<file path="src/rtl/rmw_lsu.sv">
// Load/store unit for a single-ported, word-wide data memory. Sub-word stores
// are done as a read-modify-write over three cycles; loads and SW take one.
`timescale 1ns/1ps
module rmw_lsu #(
    parameter logic [31:0] MEM_BASE  = 32'h0000_0000,
    parameter int unsigned MEM_WORDS = 16384
) (
    input  logic        clk,
    input  logic        rst_n,
    input  logic        req_valid,
    input  logic        req_we,
    input  logic [2:0]  funct3,
    input  logic [31:0] addr,
    input  logic [31:0] wdata,
    output logic        stall,
    output logic [31:0] ld_data,
    output logic        fault,
    output logic [31:0] mem_adr,
    input  logic [31:0] mem_rd,
    output logic        mem_we,
    output logic [31:0] mem_wd
);

    localparam logic [31:0] MEM_BYTES = 32'(MEM_WORDS * 4);

    typedef enum logic [1:0] {
        IDLE   = 2'd0,
        RMW_RD = 2'd1,
        RMW_WR = 2'd2
    } state_t;

    state_t      state;
    logic [31:0] merge_q;
    logic [31:0] offset;
    logic        req_fault;
    logic        accept;
    logic        word_store;
    logic        sub_store;
    logic        load;
    logic [7:0]  lane_byte;
    logic [15:0] lane_half;
    logic [31:0] ext_data;
    logic [31:0] merged;

    assign mem_adr = {addr[31:2], 2'b00};
    assign offset  = addr - MEM_BASE;

    // NOTE: every signal driven in always_comb gets a default first so no latch is inferred.
    always_comb begin
        req_fault = 1'b0;
        case (funct3)
            3'b000, 3'b100: req_fault = 1'b0;
            3'b001, 3'b101: req_fault = addr[0];
            3'b010:         req_fault = (addr[1:0] != 2'b00);
            default:        req_fault = 1'b1;
        endcase
        if (req_we && funct3[2]) req_fault = 1'b1;
        if (offset >= MEM_BYTES) req_fault = 1'b1;
    end

    assign accept     = req_valid && !req_fault && (state == IDLE);
    assign word_store = accept && req_we && funct3[1];
    assign sub_store  = accept && req_we && !funct3[1];
    assign load       = accept && !req_we;

    assign lane_byte = 8'(mem_rd >> {addr[1:0], 3'b000});
    assign lane_half = addr[1] ? mem_rd[31:16] : mem_rd[15:0];

    always_comb begin
        ext_data = 32'h0;
        case (funct3)
            3'b000:  ext_data = {{24{lane_byte[7]}}, lane_byte};
            3'b100:  ext_data = {24'h0, lane_byte};
            3'b001:  ext_data = {{16{lane_half[15]}}, lane_half};
            3'b101:  ext_data = {16'h0, lane_half};
            3'b010:  ext_data = mem_rd;
            default: ext_data = 32'h0;
        endcase
    end

    // Request is held stable through the RMW, so the lane comes straight from addr.
    always_comb begin
        merged = merge_q;
        if (funct3[0]) merged[{addr[1], 4'b0000} +: 16] = wdata[15:0];
        else           merged[{addr[1:0], 3'b000} +: 8] = wdata[7:0];
    end

    // NOTE: sequential state uses non-blocking assignments only; the merge register
    // is an ordinary flop and is reset along with the state.
    always_ff @(posedge clk or negedge rst_n) begin
        if (!rst_n) begin
            state   <= IDLE;
            merge_q <= 32'h0;
        end else begin
            case (state)
                IDLE: if (sub_store) state <= RMW_RD;
                RMW_RD: begin
                    merge_q <= mem_rd;
                    state   <= RMW_WR;
                end
                RMW_WR:  state <= IDLE;
                default: state <= IDLE;
            endcase
        end
    end

    // Outputs are gated by rst_n so an asserted reset kills a pending write at once.
    assign stall   = rst_n && (sub_store || (state == RMW_RD));
    assign mem_we  = rst_n && (word_store || (state == RMW_WR));
    assign mem_wd  = (state == RMW_WR) ? merged : wdata;
    assign fault   = rst_n && (state == IDLE) && req_valid && req_fault;
    assign ld_data = (rst_n && load) ? ext_data : 32'h0;

endmodule

</file>
<file path="config.mk">
export PLATFORM = sky130hd
export DESIGN_NAME = rmw_lsu
export DESIGN_NICKNAME = d
export VERILOG_FILES = /design/src/rtl/rmw_lsu.sv
export SDC_FILE = /design/constraint.sdc
export NUM_CORES = 1
export LEC_CHECK = 0
export BUFFER_PORTS_ARGS = -buffer_cell sky130_fd_sc_hd__buf_4
export CAP_MARGIN = 0
export CORE_MARGIN = 2
export CORE_UTILIZATION = 30
export CTS_CLUSTER_SIZE = 12
export DETAILED_ROUTE_END_ITERATION = 10
export GPL_TIMING_DRIVEN = 0
export SYNTH_ARGS = -nofsm -noshare
export SYNTH_HDL_FRONTEND = slang
export SYNTH_SLANG_ARGS = --single-unit
export TNS_END_PERCENT = 5
</file>
<file path="constraint.sdc">
create_clock -name clk -period 5.85 [get_ports clk]
set_input_delay 1.755 -clock clk [delete_from_list [all_inputs] [get_ports clk]]
set_output_delay 1.755 -clock clk [all_outputs]
set_load 0.01 [all_outputs]
</file>
After elaboration in Yosys (flattened, before gate mapping). Index checks and enable logic that the tools add are counted.

Register bits after elaboration: 34. Bits in latches: 0. Bits in writable memories: 0. Memory bits (read-only): 0. Word-level logic and storage cells: 52. Memories: 0.

Add/subtract/negate cells: 2. $mul: 0. Div/mod/pow operators: 0. Order comparisons: 1. Equality and inequality tests: 7. Shift-type cells: 5. Multiplexer cells: 12. Bitwise logic cells: 0. Reduce and logical (&&, ||, !) cells: 23.

Operators by type and width (number): $pmux 32 s5 (1); $mux 32 (3); $bwmux 32 (2); $ge 32x17->1 const B (1); $shift 16x7->32 const A (1); $shift 8x7->32 const A (1); $shiftx 16x7->32 (1); $shiftx 8x7->32 (1); $shr 32x5->8 (1); $mux 16 (1); $neg 5->7 (2); $logic_and 1x1->1 (13); $eq 3x3->1 const B (2); $pmux 2 s2 (1); $reduce_or 2->1 (2); $eq 3x1->1 const B (1); $eq 3x2->1 const B (1); $logic_not 1->1 (3); $logic_not 3->1 (1); $pmux 1 s3 (1); $eq 2x1->1 const B (1); $eq 2x2->1 const B (1); $logic_not 2->1 (1); $logic_or 1x1->1 (2); other kinds (4) (5).

Longest topological paths before layout.
Word-level depth: 12. Mapped depth: 8.

Worst setup path after synthesis. No wires, ideal clock.

Path kind: input port to output port. Start: input addr[0]. End: output ld_data[22]. Arrival: 3.623 ns. Required time: 4.095 ns. Setup slack: 0.472 ns. Cell stages on the path: 8. Cell sequence: buf_4 -> inv_1 -> ha_1 -> or3b_2 -> a221oi_2 -> nand4_2 -> buf_6 -> a21oi_1.

Cells in the longest elaborated chain, start to end: 10. Elaborated cells between the ends (all ways): 13. Those cells by class: order compare: 1; shift: 1; mux: 5; reduce/logical: 6.

RTL lines: start: declaration (line 13) `input logic [31:0] addr,`; branches (longest 9 deep; another with $ge 32x17->1); $mux 32 * (line 112) `assign ld_data = (rst_n && load) ? ext_data : 32'h0;`; end: declaration (line 16) `output logic [31:0] ld_data,`.

Mark *: on every way between the ends.

Worst setup path after layout.
Start: input addr[0]. End: output ld_data[6].

Same word-level chain as after synthesis.

==> parameters.txt <==
Parameter                              Value

Global route
  Initial antenna violation count    0
  Global Route Usage Sum    0.232
  Global-route wire length before repair    21,000 um
  Vias in the first global route    3,783
  Remaining Overflow, GRT    0
  Pin count of the biggest net entering global routing    38

Floorplan
  I/O pin count    202
  Initial cell density of the core    0.305
  Die Outline Area    0.0117 mm^2
  Overall die height    108 um
  Die Wd    108 um
  Core region area    0.0107 mm^2
  Standard-cell row count    38

Layout
  Number of filler instances in the final layout    1,071
  Multi-input gate area    0.00207 mm^2
  Final design utilization    0.465
  Layout cells sized above 1    0.404
  Post-route insts no fill    762
  Layout overhead on the synthesized area    52.5%
  Final antenna diode count    0
  Number of nets in the finished design    729
  Area of all sequential standard cells    851 um^2

Timing
  Fin Hold WS    485 ps
  Number of hold violations in the final report    0
  Post-route clock period utilization    0.991
  Largest clock skew in the final design    4.79 ps
  Worst-case headroom to the max-slew limit    0.331
  Unrepaired setup endpoints after global routing    true
  Total negative slack for setup checks    0 ps
  Endpoints failing setup    0
  Minimum clock period after layout    5800 ps
  Transition time at the pin with the least slew margin    1000 ps
  Final slew viol count    0
  Achievable Freq    0.173 GHz

Setup path
  Cells along the critical path    buf_4, buf_4, inv_1, ha_4, or3b_2, a221oi_4, nand3_4, clkbuf_4, a211oi_2, buf_4
  Crit path largest cell delay    480 ps
  Top Family by Delay on Critical Path    buffers and inverters
  Start-to-end type of the worst setup path    in2out
  CP required    4090 ps
  Maximum fanout encountered on the critical timing path    10
  Combined buffer and inverter count along the critical path    5
  Slowest cell on the critical path    or3b_2
  Endpoint kind of the worst setup timing path    output port
  Startpoint type of the worst setup path    primary input
  Most Frequent Cell on Critical Path    buf_4
  Arr. time, crit path    4040 ps

Job
  Max-Cap Viols    0

Synthesis
  Post-Syn Area    0.00326 mm^2
  Syn Area/Cell    7.61 um^2
  Instance count of the mapped netlist    428
  Proportion of synthesized chip area in sequential cells    0.261
  Synth top area share    0.261
  Number of distinct library cell variants in the gate-level netlist after synthesis    44
  Count of flip-flops with a built-in enable after synthesis    0
  Dominant register cell in the synthesized netlist    dfrtp_1
  Dominant cells by area after synthesis    dfrtp_1, nand2_1, buf_4, a22o_1, a21oi_1
  Cell taking the most area after synthesis    dfrtp_1
  Asr flop ratio synth    1.00
  Number of storage elements in the synthesis netlist    34
  Synthesis warning total    0

Detailed routing
  Routed WL per cell    17.8 um
  Vias per inst    5.17
  1st-iter DRT viols    258
  First drt pass iteration count    5
  Overall routed net length    13,600 um
  Post-detailed-route DRC marker count    0
  Number of vias in the routed layout    3,939
  Post-route antenna net violation count    0

Place
  HPWL Detailed    11,100 um
  Placer's final routability congestion estimate    0.949
  Number of buffer cells added on primary ports    185
  Placed Cells incl. Taps    754

Run status
  Run status    finished, final reports clean

Pwr
  Power density over the cells    131 mW/mm^2
  Sequential cell fraction of total power    0.362
  Net switching share of the total power    0.314
  Worst supply voltage drop on vdd    0.0662 mV
  Internal portion of total power    0.000445 W
  Total power    0.000649 W
  Net Switching    0.000204 W
  Part of the power in the clock network    0.289
  Part of the total power dissipated in combinational logic    0.349
  Leakage power of the design    2.42 nW

Clock tree
  Deepest clock path buffer count    2
  Clock latency on the worst-skew pair    290 ps
  H-tree depth    2
  Clock sink total    34
  Clock-pin slew on the worst setup and hold paths    80 ps
  Number of post-CTS setup repair buffers    0
  Number of CTS-inserted buffers    5
  Cts-stage hold buffer count    0
  Root Buffer    clkbuf_8
  Clock tree from TritonCTS    built

Min path
  Hold crit path type    reg2reg
## what timing repair did
action                                  in CTS  in global routing
gates resized for setup                      1                  6
hold endpoints to repair                     0                  0
pin swaps                                    0                  1
endpoints found under the setup margin      12                 33
## per-stage QoR
| step | area, um^2 | setup slack (ps) |
|---|---|---|
| after floorplan | 3260 | 472 |
| after CTS | 4920 | 8.87 |
| after detailed placement | 4830 | -38.3 |
| after global routing | 4970 | -94.0 |
| final | 4970 | 54.7 |
| after global placement | 4830 | 21.1 |
## path summary, 6_finish.rpt
kind	startpoint	slack (ps)	end	cells past startpoint
min in group asynchronous	rst_n	1420	merge_q[1]	1
hold reg to reg	merge_q[13]	480	merge_q[13]	2
setup / recovery	addr[0]	50	ld_data[6]	10
setup reg to reg	state[1]	4170	merge_q[25]	6
hold / removal	merge_q[13]	480	merge_q[13]	2
max in group asynchronous	rst_n	4090	merge_q[24]	1
## Yosys cell counts, types with 2 or more instances
master,n
nand2_1,123
a21oi_1,41
dfrtp_1,34
buf_4,33
a22o_1,25
clkbuf_1,22
mux2i_1,20
a221o_1,16
a22oi_1,15
nor2_1,15
o21ai_0,9
o22ai_1,8
mux2_2,7
a211oi_1,6
ha_1,5
nand2b_1,5
buf_2,4
inv_1,4
clkinv_1,3
nor2b_1,3
nor3b_1,3
or4_1,3
a21o_1,2
a32oi_1,2
## area by class of cell
cell class | count | share of cell area
clock buffers | 6 | 0.0166
repair buffers | 185 | 0.279
plain buffers | 60 | 0.0733
flip-flops and latches | 34 | 0.171
well taps | 140 | 0.0352
multi-input cells | 328 | 0.416
clock inverters | 2 | 0.00252
inverters | 7 | 0.00529
## registers in the layout, indices dropped and copies added, names as in the netlist
| name | cells |
|---|---|
| merge_q | 32 |
| state | 2 |
## cells in the final DEF (no fill, tap or decap), drive strengths merged, types with 2 or more instances in the layout
cell / n
clkbuf: 29
mux2: 7
clkinv: 4
conb: 2
o21ai: 9
buf: 222
ha: 5
a22oi: 15
nand2b: 5
a21o: 2
nor3b: 3
a221o: 16
a21oi: 42
nand2: 123
o22ai: 8
mux2i: 20
nor2b: 3
nor2: 15
dfrtp: 34
or4: 4
a22o: 25
a211oi: 7
inv: 4
a32oi: 2
## power by group through the flow
stage | clock (W) | sequential (W) | combinational [W]
floorplan | 0 | 0.000240 | 0.0000998
global placement | 0 | 0.000239 | 0.000221
detailed placement | 0 | 0.000239 | 0.000223
CTS | 0.000192 | 0.000235 | 0.000224
global route | 0.000203 | 0.000235 | 0.000244
finish | 0.000187 | 0.000235 | 0.000226
## logic make-up after synthesis
group           after synthesis  share of synthesized area
compound gates              130                      0.292
fa+ha+maj                     5                     0.0192
buf+inv                      67                      0.119
flops                        34                      0.261
mux                          27                     0.0856
other cells                   1                    0.00115
simple gates                164                      0.222
## per-layer routing
metal / up-vias / global-route usage / part of all wire
li1: 1900 / - / -
met1: 1804 / 0.312 / 0.42
met2: 217 / 0.389 / 0.47
met3: 18 / 0.0386 / 0.093
met4: 0 / 0.0540 / 0.020
met5: - / 0 / 0
## worst min-delay path: stages (launching register included)
cell and delay (ps):
dfrtp_1 350, nand2_1 50, nand2_1 50
No activity file was read; power rests on OpenSTA's default activity.
